`config.mk`:
```
export PLATFORM = sky130hd
export DESIGN_NAME = itrx_aib_phy_rx_dist_bus_flat
export DESIGN_NICKNAME = d
export VERILOG_FILES = /design/src/rtl/itrx_aib_phy_rx_dist_bus_pkg.sv /design/src/rtl/itrx_aib_phy_rx_dist_bus_if.sv /design/src/rtl/itrx_aib_phy_rx_dist_chan.sv /design/src/rtl/itrx_aib_phy_stdcell_dff.sv /design/src/rtl/itrx_aib_phy_rx_dist_bus.sv /design/src/flat_wrapper.sv
export SDC_FILE = /design/constraint.sdc
export NUM_CORES = 1
export LEC_CHECK = 0
export BUFFER_PORTS_ARGS = -buffer_cell sky130_fd_sc_hd__buf_2
export CORE_ASPECT_RATIO = 0.7
export CORE_MARGIN = 2
export CORE_UTILIZATION = 45
export CTS_BUF_LIST = sky130_fd_sc_hd__clkbuf_2 sky130_fd_sc_hd__clkbuf_4 sky130_fd_sc_hd__clkbuf_8
export CTS_CLUSTER_DIAMETER = 120
export DETAILED_ROUTE_END_ITERATION = 8
export GPL_TIMING_DRIVEN = 0
export PLACE_DENSITY = 0.82
export REMOVE_ABC_BUFFERS = 1
export SYNTH_ARGS = -nofsm -noshare
export SYNTH_HDL_FRONTEND = slang
export SYNTH_SLANG_ARGS = --single-unit
```
`constraint.sdc`:
```
create_clock -name inclk_dist -period 2.9 [get_ports inclk_dist]
set_input_delay 0.145 -clock inclk_dist [delete_from_list [all_inputs] [get_ports inclk_dist]]
set_output_delay 0.145 -clock inclk_dist [all_outputs]
set_load 0.1 [all_outputs]
```
`src/rtl/itrx_aib_phy_rx_dist_bus_pkg.sv`:
```
// Shared limits, encodings and checker helper for the AIB RX distribution bus.
package itrx_aib_phy_rx_dist_bus_pkg;

  localparam int unsigned PIPE_MIN     = 1;
  localparam int unsigned PIPE_MAX     = 4;
  localparam int unsigned SYNC_STG_MIN = 2;
  localparam int unsigned SYNC_STG_MAX = 3;
  localparam int unsigned WARM_W       = 3;

  typedef enum logic {
    CHK_MODE_SDR = 1'b0,
    CHK_MODE_DDR = 1'b1
  } chk_mode_e;

  typedef enum logic {
    CHK_IDLE  = 1'b0,
    CHK_TRACK = 1'b1
  } chk_state_e;

  // A clock pattern must toggle every cycle; in DDR the odd half must be the complement.
  function automatic logic chk_pattern_bad(input logic d0, input logic prev0,
                                           input logic d1, input chk_mode_e mode);
    return (d0 == prev0) || ((mode == CHK_MODE_DDR) && (d1 != ~d0));
  endfunction

endpackage

```
`src/rtl/itrx_aib_phy_rx_dist_bus_if.sv`:
```
// RX distribution bus: bump inputs, configuration and retimed/checker outputs.
interface itrx_aib_phy_rx_dist_bus_if #(
  parameter int unsigned NCH       = 20,
  parameter int unsigned ERR_CNT_W = 16
);
  logic [NCH-1:0]       ubump_rx_0ql;
  logic [NCH-1:0]       ubump_rx_1q;
  logic [NCH-1:0]       ubump_rx_n;
  logic                 cfg_ddr_en;
  logic [NCH-1:0]       cfg_ch_en;
  logic                 rx_en;
  logic                 chk_en;
  logic                 chk_clr;
  logic [NCH-1:0]       odat0;
  logic [NCH-1:0]       odat1;
  logic                 odat_vld;
  logic [NCH-1:0]       odat_asyn;
  logic [NCH-1:0]       odat_asyn_sync;
  logic [NCH-1:0]       chk_err;
  logic [ERR_CNT_W-1:0] chk_err_cnt;

  modport master (
    output ubump_rx_0ql, ubump_rx_1q, ubump_rx_n, cfg_ddr_en, cfg_ch_en,
           rx_en, chk_en, chk_clr,
    input  odat0, odat1, odat_vld, odat_asyn, odat_asyn_sync, chk_err, chk_err_cnt
  );

  modport slave (
    input  ubump_rx_0ql, ubump_rx_1q, ubump_rx_n, cfg_ddr_en, cfg_ch_en,
           rx_en, chk_en, chk_clr,
    output odat0, odat1, odat_vld, odat_asyn, odat_asyn_sync, chk_err, chk_err_cnt
  );
endinterface

```
`src/rtl/itrx_aib_phy_rx_dist_chan.sv`:
```
// One RX channel: masked capture pipeline, async-data synchroniser, clock-pattern checker.
module itrx_aib_phy_rx_dist_chan
  import itrx_aib_phy_rx_dist_bus_pkg::*;
#(
  parameter int unsigned PIPE     = 1,
  parameter int unsigned SYNC_STG = 2
) (
  input  logic i_clk,
  input  logic i_rst_n,
  input  logic i_d0,
  input  logic i_d1,
  input  logic i_asyn,
  input  logic i_ch_en,
  input  logic i_ddr_en,
  input  logic i_vld,
  input  logic i_chk_en,
  input  logic i_chk_clr,
  output logic o_dat0,
  output logic o_dat1,
  output logic o_asyn_sync,
  output logic o_chk_err,
  output logic o_err_evt
);
  logic [PIPE:0]     w_p0;
  logic [PIPE:0]     w_p1;
  logic [SYNC_STG:0] w_sy;

  assign w_p0[0] = i_d0 & i_ch_en;
  assign w_p1[0] = i_d1 & i_ch_en & i_ddr_en;
  assign w_sy[0] = i_asyn;

  for (genvar s = 0; s < int'(PIPE); s++) begin : g_pipe
    itrx_aib_phy_stdcell_dff u_dff0 (.i_clk, .i_rst_n, .i_d(w_p0[s]), .o_q(w_p0[s+1]));
    itrx_aib_phy_stdcell_dff u_dff1 (.i_clk, .i_rst_n, .i_d(w_p1[s]), .o_q(w_p1[s+1]));
  end

  for (genvar s = 0; s < int'(SYNC_STG); s++) begin : g_sync
    itrx_aib_phy_stdcell_dff u_dff (.i_clk, .i_rst_n, .i_d(w_sy[s]), .o_q(w_sy[s+1]));
  end

  assign o_dat0      = w_p0[PIPE];
  assign o_dat1      = w_p1[PIPE];
  assign o_asyn_sync = w_sy[SYNC_STG];

  chk_state_e r_state;
  chk_state_e w_state_nxt;
  logic       r_prev0;
  logic       r_chk_err;
  logic       w_active;

  assign w_active = i_chk_en & i_vld & i_ch_en;

  always_ff @(posedge i_clk or negedge i_rst_n) begin
    if (!i_rst_n) r_state <= CHK_IDLE;
    else          r_state <= w_state_nxt;
  end

  // IDLE means the reference is not loaded: the next active cycle only samples it.
  always_comb begin
    w_state_nxt = r_state;
    case (r_state)
      CHK_IDLE:  if (w_active && !i_chk_clr) w_state_nxt = CHK_TRACK;
      CHK_TRACK: if (!w_active || i_chk_clr) w_state_nxt = CHK_IDLE;
      default:   w_state_nxt = CHK_IDLE;
    endcase
  end

  always_comb begin
    w_err_evt_default : begin
      o_err_evt = 1'b0;
      if (w_active && (r_state == CHK_TRACK))
        o_err_evt = chk_pattern_bad(o_dat0, r_prev0, o_dat1, chk_mode_e'(i_ddr_en));
    end
  end

  always_ff @(posedge i_clk or negedge i_rst_n) begin
    if (!i_rst_n) begin
      r_prev0   <= 1'b0;
      r_chk_err <= 1'b0;
    end else begin
      if (w_active)       r_prev0   <= o_dat0;
      if (i_chk_clr)      r_chk_err <= 1'b0;
      else if (o_err_evt) r_chk_err <= 1'b1;
    end
  end

  assign o_chk_err = r_chk_err;
endmodule

```
`src/rtl/itrx_aib_phy_stdcell_dff.sv`:
```
// Single-bit D flop with asynchronous active-low clear.
module itrx_aib_phy_stdcell_dff (
  input  logic i_clk,
  input  logic i_rst_n,
  input  logic i_d,
  output logic o_q
);
  always_ff @(posedge i_clk or negedge i_rst_n) begin
    if (!i_rst_n) o_q <= 1'b0;
    else          o_q <= i_d;
  end
endmodule

```
`src/rtl/itrx_aib_phy_rx_dist_bus.sv`:
```
// Multi-channel AIB RX distribution: per-channel retime/sync/check plus shared
// warm-up qualifier and saturating pattern-error counter.
module itrx_aib_phy_rx_dist_bus
  import itrx_aib_phy_rx_dist_bus_pkg::*;
#(
  parameter int unsigned NCH       = 20,
  parameter int unsigned PIPE      = 1,
  parameter int unsigned SYNC_STG  = 2,
  parameter int unsigned ERR_CNT_W = 16
) (
  input  logic                        inclk_dist,
  input  logic                        rx_irstb,
  itrx_aib_phy_rx_dist_bus_if.slave   bus
);
  if ((PIPE < PIPE_MIN) || (PIPE > PIPE_MAX)) begin : g_bad_pipe
    $error("itrx_aib_phy_rx_dist_bus: PIPE=%0d outside legal range", PIPE);
  end
  if ((SYNC_STG < SYNC_STG_MIN) || (SYNC_STG > SYNC_STG_MAX)) begin : g_bad_sync
    $error("itrx_aib_phy_rx_dist_bus: SYNC_STG=%0d outside legal range", SYNC_STG);
  end

  logic [WARM_W-1:0]    r_warm_cnt;
  logic                 r_rx_en_d;
  logic                 r_ddr_d;
  logic                 r_vld;
  logic [ERR_CNT_W-1:0] r_err_cnt;
  logic                 w_reload;
  logic [NCH-1:0]       w_asyn;
  logic [NCH-1:0]       w_odat0;
  logic [NCH-1:0]       w_odat1;
  logic [NCH-1:0]       w_sync;
  logic [NCH-1:0]       w_chk_err;
  logic [NCH-1:0]       w_err_evt;

  // Reload also suppresses odat_vld on that edge, so a stale zero count cannot leak through.
  assign w_reload = ~bus.rx_en | ~r_rx_en_d | (bus.cfg_ddr_en ^ r_ddr_d);

  always_ff @(posedge inclk_dist or negedge rx_irstb) begin
    if (!rx_irstb) begin
      r_warm_cnt <= '0;
      r_rx_en_d  <= 1'b0;
      r_ddr_d    <= 1'b0;
      r_vld      <= 1'b0;
    end else begin
      r_rx_en_d <= bus.rx_en;
      r_ddr_d   <= bus.cfg_ddr_en;
      if (w_reload)               r_warm_cnt <= WARM_W'(PIPE);
      else if (r_warm_cnt != '0)  r_warm_cnt <= r_warm_cnt - WARM_W'(1);
      r_vld <= bus.rx_en & ~w_reload & (r_warm_cnt == '0);
    end
  end

  always_ff @(posedge inclk_dist or negedge rx_irstb) begin
    if (!rx_irstb)                           r_err_cnt <= '0;
    else if (bus.chk_clr)                    r_err_cnt <= '0;
    else if ((|w_err_evt) && (r_err_cnt != '1)) r_err_cnt <= r_err_cnt + ERR_CNT_W'(1);
  end

  assign w_asyn = ~bus.ubump_rx_n;

  for (genvar i = 0; i < int'(NCH); i++) begin : g_ch
    itrx_aib_phy_rx_dist_chan #(
      .PIPE     (PIPE),
      .SYNC_STG (SYNC_STG)
    ) u_chan (
      .i_clk       (inclk_dist),
      .i_rst_n     (rx_irstb),
      .i_d0        (bus.ubump_rx_0ql[i]),
      .i_d1        (bus.ubump_rx_1q[i]),
      .i_asyn      (w_asyn[i]),
      .i_ch_en     (bus.cfg_ch_en[i]),
      .i_ddr_en    (bus.cfg_ddr_en),
      .i_vld       (r_vld),
      .i_chk_en    (bus.chk_en),
      .i_chk_clr   (bus.chk_clr),
      .o_dat0      (w_odat0[i]),
      .o_dat1      (w_odat1[i]),
      .o_asyn_sync (w_sync[i]),
      .o_chk_err   (w_chk_err[i]),
      .o_err_evt   (w_err_evt[i])
    );
  end

  assign bus.odat0          = w_odat0;
  assign bus.odat1          = w_odat1;
  assign bus.odat_vld       = r_vld;
  assign bus.odat_asyn      = w_asyn;
  assign bus.odat_asyn_sync = w_sync;
  assign bus.chk_err        = w_chk_err;
  assign bus.chk_err_cnt    = r_err_cnt;
endmodule

```
`src/flat_wrapper.sv`:
```
// flat-port wrapper written by rule: the top's interface ports become plain ports
module itrx_aib_phy_rx_dist_bus_flat import itrx_aib_phy_rx_dist_bus_pkg::*;
#(
  parameter int unsigned NCH       = 20,
  parameter int unsigned PIPE      = 1,
  parameter int unsigned SYNC_STG  = 2,
  parameter int unsigned ERR_CNT_W = 16
)
  (inclk_dist, rx_irstb, bus_ubump_rx_0ql, bus_ubump_rx_1q, bus_ubump_rx_n, bus_cfg_ddr_en, bus_cfg_ch_en, bus_rx_en, bus_chk_en, bus_chk_clr, bus_odat0, bus_odat1, bus_odat_vld, bus_odat_asyn, bus_odat_asyn_sync, bus_chk_err, bus_chk_err_cnt);
  itrx_aib_phy_rx_dist_bus_if #(.NCH(NCH), .ERR_CNT_W(ERR_CNT_W)) bus_i ();
  input  logic inclk_dist;
  input  logic rx_irstb;
  input wire logic [$bits(bus_i.ubump_rx_0ql)-1:0] bus_ubump_rx_0ql;
  input wire logic [$bits(bus_i.ubump_rx_1q)-1:0] bus_ubump_rx_1q;
  input wire logic [$bits(bus_i.ubump_rx_n)-1:0] bus_ubump_rx_n;
  input wire logic [$bits(bus_i.cfg_ddr_en)-1:0] bus_cfg_ddr_en;
  input wire logic [$bits(bus_i.cfg_ch_en)-1:0] bus_cfg_ch_en;
  input wire logic [$bits(bus_i.rx_en)-1:0] bus_rx_en;
  input wire logic [$bits(bus_i.chk_en)-1:0] bus_chk_en;
  input wire logic [$bits(bus_i.chk_clr)-1:0] bus_chk_clr;
  output wire logic [$bits(bus_i.odat0)-1:0] bus_odat0;
  output wire logic [$bits(bus_i.odat1)-1:0] bus_odat1;
  output wire logic [$bits(bus_i.odat_vld)-1:0] bus_odat_vld;
  output wire logic [$bits(bus_i.odat_asyn)-1:0] bus_odat_asyn;
  output wire logic [$bits(bus_i.odat_asyn_sync)-1:0] bus_odat_asyn_sync;
  output wire logic [$bits(bus_i.chk_err)-1:0] bus_chk_err;
  output wire logic [$bits(bus_i.chk_err_cnt)-1:0] bus_chk_err_cnt;
  assign bus_i.ubump_rx_0ql = bus_ubump_rx_0ql;
  assign bus_i.ubump_rx_1q = bus_ubump_rx_1q;
  assign bus_i.ubump_rx_n = bus_ubump_rx_n;
  assign bus_i.cfg_ddr_en = bus_cfg_ddr_en;
  assign bus_i.cfg_ch_en = bus_cfg_ch_en;
  assign bus_i.rx_en = bus_rx_en;
  assign bus_i.chk_en = bus_chk_en;
  assign bus_i.chk_clr = bus_chk_clr;
  assign bus_odat0 = bus_i.odat0;
  assign bus_odat1 = bus_i.odat1;
  assign bus_odat_vld = bus_i.odat_vld;
  assign bus_odat_asyn = bus_i.odat_asyn;
  assign bus_odat_asyn_sync = bus_i.odat_asyn_sync;
  assign bus_chk_err = bus_i.chk_err;
  assign bus_chk_err_cnt = bus_i.chk_err_cnt;
  itrx_aib_phy_rx_dist_bus #(.NCH(NCH), .PIPE(PIPE), .SYNC_STG(SYNC_STG), .ERR_CNT_W(ERR_CNT_W)) u_core (.inclk_dist(inclk_dist), .rx_irstb(rx_irstb), .bus(bus_i));
endmodule
```
==> results.toml, run 1 <==
[outcome]
status = "completed"

[sta]
tightest_slew_ns = 1.07
fin_ws_ns = 0.101
slew_headroom_pct = 28.3
maxSlewViolCount = 0
setup_tns_ns = 0
max_freq_mhz = 357
grt_setup_unrepaired = "no"
finClkSkew_ns = 0.0197
post-route-period-util_pct = 96.5
period_minus_slack_ns = 2.80
setup_violations = 0
hold_viol = 0

[place]
dp_hpwl_mm = 9.82
io_buffers = 202
placed_area_sq_um = 7580
gp_congestion = 0.731
pre_cts_slack_ns = -0.800

[grt]
overflow = 0
grt_pass1_vias = 5480
grt_usage_pct = 21.5
grt_antenna_before_repair = 0
grt_pass1_wl_mm = 28.0
grt_max_degree = 105

[hold_path]
min-delay-path-class = "input port to asynchronous set/reset pin"

[synth]
synth_seq_cells = 162
syn-instance-count = 642
ys.warnings.count = 0
async_reset_ff_share_pct = 100
synthFlopType = "dfrtp_1"
avgSynthCellArea_sq_um = 11.1
ys_seq_area_share_pct = 56.7
syn-cell-area_sq_um = 7150
synth_edf_count = 0
synth_cell_types = 45

[critical_path]
crit_chain = "and2_4 > nand3_1 > nor3_1 > or4_1 > nor4_4 > and4_4 > nor3b_1 > mux2_4"
path_buf_inv = 0
critPathMaxStageDelay_ns = 0.62
r2r_cells = 8
critical_path.max_fanout = 27
required_ns = 3.24
worstSetupStartpointType = "flip-flop"
cp_data_arrival_time_ns = 3.14
timing.rr.end = "u_core.bus.chk_err_cnt[2]"
path_depth = 8
rr_startpoint = "u_core.bus.odat_vld"
slowest_stage = "or4_1"
end_kind = "flip-flop"
critPathTopFamily = "simple AND/OR/NAND/NOR gates"
crit_type = "flip-flop to flip-flop"
r2r_slack_ns = 0.10

[detailed_routing]
wl_per_cell_um = 16.3
drt-pass1-iter-count = 6
vias = 5249
via_per_inst = 4.86
first_iter_violations = 281
wl_mm = 17.6
drt.antenna.violating_nets = 0
route.detailed.drc = 0

[cells_and_area]
fin_area_sq_um = 9240
fin_nets = 957
final_cell_mix = "buf_2 (201), dfrtp_1 (162), dlygate4sd3_1 (120), nor2_1 (56), nand2_1 (34)"
layout_commonest_cell = "buf_2"
n_antenna_cell = 0
fillers = 1209
drive_gt1_share_pct = 31.2
fin_util_pct = 59.6
area_growth_pct = 29.2

[die]
initial_core_util_pct = 46.1
io_pins = 203
die_h_um = 109
num_rows = 38
die_w_um = 155
core_sq_um = 15500
die_area_sq_um = 16900

[cts]
path_clk_slew_ns = 0.10
cts_tree = "done"
postCtsSetupBuffers = 0
clk_latency_ns = 0.46
clock_sinks = 162
cts_buffers = 17
cts_buffer_depth = 2
cts_max_level = 4
root_buffer = "clkbuf_8"

[power]
powerDensity_nw_per_um2 = 530
leakagePower_uw = 0.00478
vdd_drop_max_mv = 0.409
p_total_uw = 4900

[run]
max-cap-violations = 0
[per-stage QoR]
stage               hold slack, ns  std cells
detailed placement          0.0949        927
global placement             0.274        926
floorplan                   -0.151        524
global route                 0.194       1081
CTS                          0.156       1080
finish                       0.178       1081
[sequential cells by signal, indices dropped and copies added, names as in the netlist]
register / count
u_core.g_ch.u_chan.r_state: 20
u_core.r_ddr_d: 1
u_core.bus.chk_err_cnt: 16
u_core.g_ch.u_chan.r_prev0: 20
u_core.r_warm_cnt: 3
u_core.g_ch.u_chan.o_chk_err: 20
u_core.bus.odat_vld: 1
u_core.g_ch.u_chan.g_pipe.u_dff1.o_q: 20
u_core.g_ch.u_chan.g_sync.u_dff.o_q: 40
u_core.r_rx_en_d: 1
u_core.g_ch.u_chan.g_pipe.u_dff0.o_q: 20
[Yosys cell counts (10+ instances only)]
cell type	number	area [sq um]
dfrtp_1	162	4050
buf_4	102	766
nor2_1	56	210
and2_1	34	213
nand2_1	34	128
inv_1	31	116
and3_1	27	169
a21oi_1	22	110
mux2_2	16	180
xnor2_1	14	123
nor3b_1	13	97.6
o21ai_0	13	65.1
xor2_1	12	105
nand3_1	11	55.1
nand2b_1	10	62.6
[what timing repair did]
| action | 4_1_cts | 5_1_grt |
|---|---|---|
| endpoints found under the hold margin | 146 | 0 |
| pin swaps | 1 | 0 |
| resized for setup | 6 | 1 |
| hold buffers | 120 | 0 |
| setup endpoints to repair | 16 | 2 |
| gates cloned | 1 | 1 |
[per-layer routing]
metal  up-vias  track usage [%]  part of all wire (%)
met2       184             36.7                    48
met1      2588             25.9                    43
met5         -                0                     0
met4         0             6.94                   1.5
li1       2452                -                     -
met3        25             7.41                   7.3
[worst max path at each step]
stage / start / to / slack [ns]
global placement: u_core.bus.odat_vld / u_core.bus.chk_err_cnt[2] / -0.80
floorplan: u_core.bus.odat_vld / u_core.bus.chk_err_cnt[2] / -0.43
detailed placement: u_core.bus.odat_vld / u_core.bus.chk_err_cnt[2] / -0.80
global route: u_core.bus.odat_vld / u_core.bus.chk_err_cnt[13] / 0.002
CTS: u_core.bus.odat_vld / u_core.bus.chk_err_cnt[2] / 0.08
finish: u_core.bus.odat_vld / u_core.bus.chk_err_cnt[2] / 0.10
[cell type report]
class,instances,area [sq um],share of cell area [%]
timing repair buffer,323,2250,24.4
clock buffer,18,248,2.68
sequential,162,4050,43.9
tap,200,250,2.71
clock inverter,14,165,1.79
multi-input combinational,333,2150,23.3
inverter,31,116,1.26
[where the power goes]
part	internal [uW]	switching [uW]	total, uW	leakage (uW)
Sequential	2330	44.1	2370	0.00213
Clock	749	938	1690	0.000200
Combinational	243	597	840	0.00245
[kinds of logic after synthesis]
| family | Yosys count | synth area share [%] |
|---|---|---|
| flip-flops | 162 | 56.7 |
| buffers and inverters | 149 | 13.8 |
| AND/OR/NAND/NOR | 234 | 18.3 |
| XOR/XNOR | 26 | 3.18 |
| AO/OA/AOI/OAI | 45 | 3.60 |
| adder cells (fa/ha/maj) | 3 | 0.525 |
| multiplexers | 23 | 3.92 |
No activity file was read; power rests on OpenSTA's default activity.
==> run 2: changes to the inputs <==
- RECOVER_POWER: unset -> 50
- REMOVE_ABC_BUFFERS: 1 -> unset
- SLEW_MARGIN: unset -> 10
==> results.toml, run 2 (synthesized netlist as in run 1, its figures left out) <==
[outcome]
status = "complete, but fails checks"
violations = "max-capacitance violations, max-slew violations"

[synth]
syn_nets = 731

[die]
die_area_sq_um = 16900
core_sq_um = 15500
die_h_um = 109
initial_core_util_pct = 46.1
io_pins = 203
die_w_um = 155
num_rows = 38

[run]
max-cap-violations = 1

[place]
dp_hpwl_mm = 12.0
gp_congestion = 0.844
io_buffers = 202
placed_area_sq_um = 8450

[sta]
finClkSkew_ns = 0.0115
setup_violations = 0
hold_viol = 0
tightest_slew_ns = 1.87
slew_headroom_pct = -24.3
maxSlewViolCount = 78
max_freq_mhz = 368
period_minus_slack_ns = 2.72
post-route-period-util_pct = 93.8
setup_tns_ns = 0
grt_setup_unrepaired = "no"

[detailed_routing]
route.detailed.drc = 0
drt.antenna.violating_nets = 0
wl_mm = 19.4
vias = 5723
via_per_inst = 4.78
first_iter_violations = 297
drt-pass1-iter-count = 4
wl_per_cell_um = 16.2

[critical_path]
end_kind = "flip-flop"
critical_path.max_fanout = 10
required_ns = 3.27
critPathMaxStageDelay_ns = 0.54
cpMostUsedCell = "buf_6"
worstSetupStartpointType = "input port"
slowest_stage = "dlygate4sd3_1"
crit_chain = "dlygate4sd3_1 > buf_2 > buf_6 > buf_6 > buf_6 > a21oi_1 > nor3b_2 > nor4_1 > and4_1 > buf_4 > clkbuf_4 > or3b_2 > a21oi_2"
crit_type = "input port to flip-flop"
critPathTopFamily = "buffers and inverters"
path_buf_inv = 7
cp_data_arrival_time_ns = 3.09

[grt]
grt_max_degree = 87
grt_usage_pct = 23.6
grt_pass1_vias = 6008
grt_antenna_before_repair = 0
grt_pass1_wl_mm = 30.5
overflow = 0

[cts]
cts_max_level = 4
clock_sinks = 162
root_buffer = "clkbuf_8"
cts_buffers = 17
clk_latency_ns = 0.45
postCtsSetupBuffers = 0
cts_buffer_depth = 2
path_clk_slew_ns = 0.09
cts_tree = "done"

[cells_and_area]
area_growth_pct = 40.4
fin_nets = 1073
final_cell_mix = "buf_2 (182), dfrtp_1 (161), dlygate4sd3_1 (120), buf_4 (102), nor2_1 (56)"
layout_commonest_cell = "buf_2"
largest_reg_flops = 40
n_antenna_cell = 0
drive_gt1_share_pct = 37.5
fin_area_sq_um = 10000
top_register = "u_core.g_ch.u_chan.g_sync.u_dff.o_q"

[power]
powerDensity_nw_per_um2 = 479
vdd_drop_max_mv = 0.289
leakagePower_uw = 0.00525

[hold_path]
min-delay-path-class = "input port to flip-flop"
-- run 2: cell count changes in the layout (fill, tap and decap cells not counted), moves of 3 or more --
cell	previous run	this run
buf_4	0	102
clkbuf_1	0	27
buf_2	201	182
nor3b_1	13	2
nor3b_2	0	11
buf_6	0	5
clkinv_2	0	4
inv_8	4	1
-- run 2: final cells by class --
class                   count  area (sq um)
plain buffers             118           881
clock buffers              18           248
clock inverters            14           106
fillers                  1171          5460
inverters                  31           116
multi-input cells         331          2180
flip-flops and latches    162          4060
well taps                 200           250
repair buffers            323          2200
-- run 2: worst register-to-register path, cell delays in order, from the launching register on --
cell and delay, ns:
dfrtp_2 0.36, and2_1 0.11, buf_2 0.21, buf_6 0.19, nand2_1 0.12, a31oi_1 0.15, and3b_2 0.24, nor4_4 0.06
and4_1 0.18, buf_4 0.16, clkbuf_4 0.19, or3b_2 0.50, a21oi_2 0.18
-- run 2: timing repair --
action / 4_1_cts / 5_1_grt
gates resized for setup: 1 / 19
pin swaps: 0 / 2
gates cloned: 0 / 0
hold endpoints to repair: 163 / 0
hold buffers: 120 / 0
endpoints found under the setup margin: 1 / 15
-- run 2: layer usage --
layer  track usage (%)  part of all wire, %  vias to the layer above
met2              41.0                   49                      209
li1                  -                    -                     2681
met4              9.26                  2.3                        0
met3              6.11                  6.4                       43
met5                 0                    0                        -
met1              28.5                   43                     2790
-- run 2: final timing paths --
path	startpoint	end	slack (ns)	cells past startpoint
hold / removal	bus_cfg_ch_en[13]	u_core.g_ch[13].u_chan.r_state	0.06	3
min in group asynchronous	rx_irstb	u_core.g_ch[0].u_chan.g_pipe[0].u_dff0.o_q	0.73	2
max in group asynchronous	rx_irstb	u_core.g_ch[10].u_chan.r_state	0.58	3
hold reg to reg	u_core.g_ch[9].u_chan.g_sync[0].u_dff.o_q	u_core.g_ch[9].u_chan.g_sync[1].u_dff.o_q	0.35	0
setup reg to reg	u_core.bus.odat_vld	u_core.bus.chk_err_cnt[1]	0.18	12
setup / recovery	bus_cfg_ddr_en	u_core.bus.chk_err_cnt[1]	0.18	13
-- run 2: report_power, final --
group          internal [uW]  total [uW]  switching [uW]
registers               2330        2370            45.2
clock network            627        1510             884
logic                    302         928             625
-- run 2: metrics by stage --
| step | worst slack (ns) | cells | hold slack (ns) | util [%] | total power [uW] |
|---|---|---|---|---|---|
| after floorplan | 0.0273 | 642 | -0.151 | - | 3000 |
| after detailed placement | 0.0185 | 1045 | 0.149 | 54.5 | 3210 |
| after global placement | -1.04 | 1044 | 0.270 | 54.3 | 3200 |
| after CTS | 0.00942 | 1197 | 0.0121 | 64.6 | 4840 |
| after global routing | 0.0256 | 1197 | 0.0548 | 64.8 | 5000 |
| final | 0.181 | 1197 | 0.0561 | 64.8 | 4810 |
==> run 3: changes to the inputs <==
- PLACE_DENSITY: 0.82 -> 0.71
==> results.toml, run 3 (synthesized netlist as in run 1, its figures left out) <==
[power]
powerDensity_nw_per_um2 = 490
leakagePower_uw = 0.00526
vdd_drop_max_mv = 0.380

[run]
max-cap-violations = 1

[detailed_routing]
first_iter_violations = 237
drt.antenna.violating_nets = 0
vias = 5456
route.detailed.drc = 0
via_per_inst = 4.56
wl_mm = 18.0
drt-pass1-iter-count = 4
wl_per_cell_um = 15.0

[sta]
finClkSkew_ns = 0.00719
max_freq_mhz = 368
grt_setup_unrepaired = "no"
post-route-period-util_pct = 93.8
slew_headroom_pct = -23.6
hold_viol = 0
tightest_slew_ns = 1.85
maxSlewViolCount = 77
period_minus_slack_ns = 2.72
setup_violations = 0
hold_ws_ns = 0.154
fin_ws_ns = 0.181

[critical_path]
crit_type = "flip-flop to flip-flop"
cp_data_arrival_time_ns = 3.06
worstSetupStartpointType = "flip-flop"
r2r_slack_ns = 0.18
crit_start = "u_core.bus.odat_vld"
end_kind = "flip-flop"
r2r_cells = 11
path_depth = 11
crit_chain = "and2_1 > buf_2 > buf_4 > nand2_1 > nor3b_1 > nor4_1 > and4_1 > buf_4 > buf_12 > nor4_2 > mux2_4"
critical_path.max_fanout = 10
required_ns = 3.24
rr_startpoint = "u_core.bus.odat_vld"
path_buf_inv = 4
cpMostUsedCell = "buf_4"
critPathTopFamily = "simple AND/OR/NAND/NOR gates"
timing.rr.end = "u_core.bus.chk_err_cnt[13]"
crit_path_end = "u_core.bus.chk_err_cnt[13]"
slowest_stage = "dfrtp_2"
critPathMaxStageDelay_ns = 0.36

[die]
io_pins = 203
die_h_um = 109
num_rows = 38
die_w_um = 155
initial_core_util_pct = 46.1
core_sq_um = 15500
die_area_sq_um = 16900

[cts]
cts_buffer_depth = 2
cts_tree = "done"
clk_latency_ns = 0.44
postCtsSetupBuffers = 0
path_clk_slew_ns = 0.09
root_buffer = "clkbuf_8"
clock_sinks = 162
cts_buffers = 17
cts_max_level = 4

[grt]
grt_pass1_vias = 5579
grt_max_degree = 88
grt_antenna_before_repair = 0
grt_pass1_wl_mm = 28.5
grt_usage_pct = 22.1
overflow = 0

[outcome]
violations = "max-capacitance violations, max-slew violations"
status = "complete, but fails checks"

[place]
pre_cts_slack_ns = 0.00770
gp_congestion = 0.807
dp_cells = 1045
dp_hpwl_mm = 11.3
io_buffers = 202

[cells_and_area]
instances_no_fill = 1196
final_cell_mix = "buf_2 (183), dfrtp_1 (161), dlygate4sd3_1 (119), buf_4 (102), nor2_1 (56)"
fin_nets = 1072
area_growth_pct = 39.9
top_register = "u_core.g_ch.u_chan.g_sync.u_dff.o_q"
layout_commonest_cell = "buf_2"
n_antenna_cell = 0
fillers = 1223
drive_gt1_share_pct = 36.6
largest_reg_flops = 40

[hold_path]
min-delay-path-class = "input port to flip-flop"
hp-start = "bus_chk_clr"

[synth]
syn_nets = 731
## run 3: worst min path at each step
stage          cells after the start                         end  slack, ns
6_report                           3  u_core.bus.chk_err_cnt[12]       0.15
3_5_place_dp                       1   u_core.bus.chk_err_cnt[4]       0.16
3_3_place_gp                       1            u_core.r_rx_en_d       0.27
4_1_cts                            3  u_core.bus.chk_err_cnt[12]       0.12
2_1_floorplan                      0   u_core.bus.chk_err_cnt[0]      -0.15
5_1_grt                            3  u_core.bus.chk_err_cnt[12]       0.14
## run 3: area by class of cell
type | instances | area (sq um) | area share (%)
clock buffers | 17 | 234 | 2.34
repair buffers | 322 | 2190 | 21.9
well taps | 200 | 250 | 2.50
clock inverters | 15 | 149 | 1.49
flip-flops and latches | 162 | 4060 | 40.5
inverters | 31 | 116 | 1.16
multi-input cells | 331 | 2130 | 21.3
plain buffers | 118 | 881 | 8.80
## run 3: worst min-delay path, cell delays in order
cell     delay, ns
buf_2         0.16
nor2b_1       0.12
mux2_4        0.14
## run 3: metrics by stage
step	cell area (sq um)	TNS (ns)	power, uW	utilization, %
after floorplan	7150	0	3000	-
final	10000	0	4900	64.6
after global routing	10000	0	5100	64.6
after detailed placement	8450	0	3210	54.5
after CTS	10000	0	4940	64.7
after global placement	8410	-124.19	3200	54.3
## run 3: repair_timing
| item | in CTS | in global routing |
|---|---|---|
| cloned | 0 | 0 |
| endpoints found under the hold margin | 164 | 0 |
| resized for setup | 2 | 6 |
| hold buffers | 119 | 0 |
| setup endpoints to repair | 7 | 16 |
| pin swaps | 0 | 1 |
## run 3: routing by layer
layer | up-vias | track usage [%] | wire length, um
li1 | 2691 | - | -
met1 | 2594 | 29.1 | 8200
met2 | 153 | 37.0 | 8500
met3 | 18 | 5.08 | 1030
met4 | 0 | 6.75 | 231
met5 | - | 0 | 0
## run 3: report_power, final
part           total, uW  leakage [uW]  internal, uW  switching (uW)
clock               1610      0.000195           704             910
combinational        916       0.00294           302             614
sequential          2370       0.00213          2330            42.2
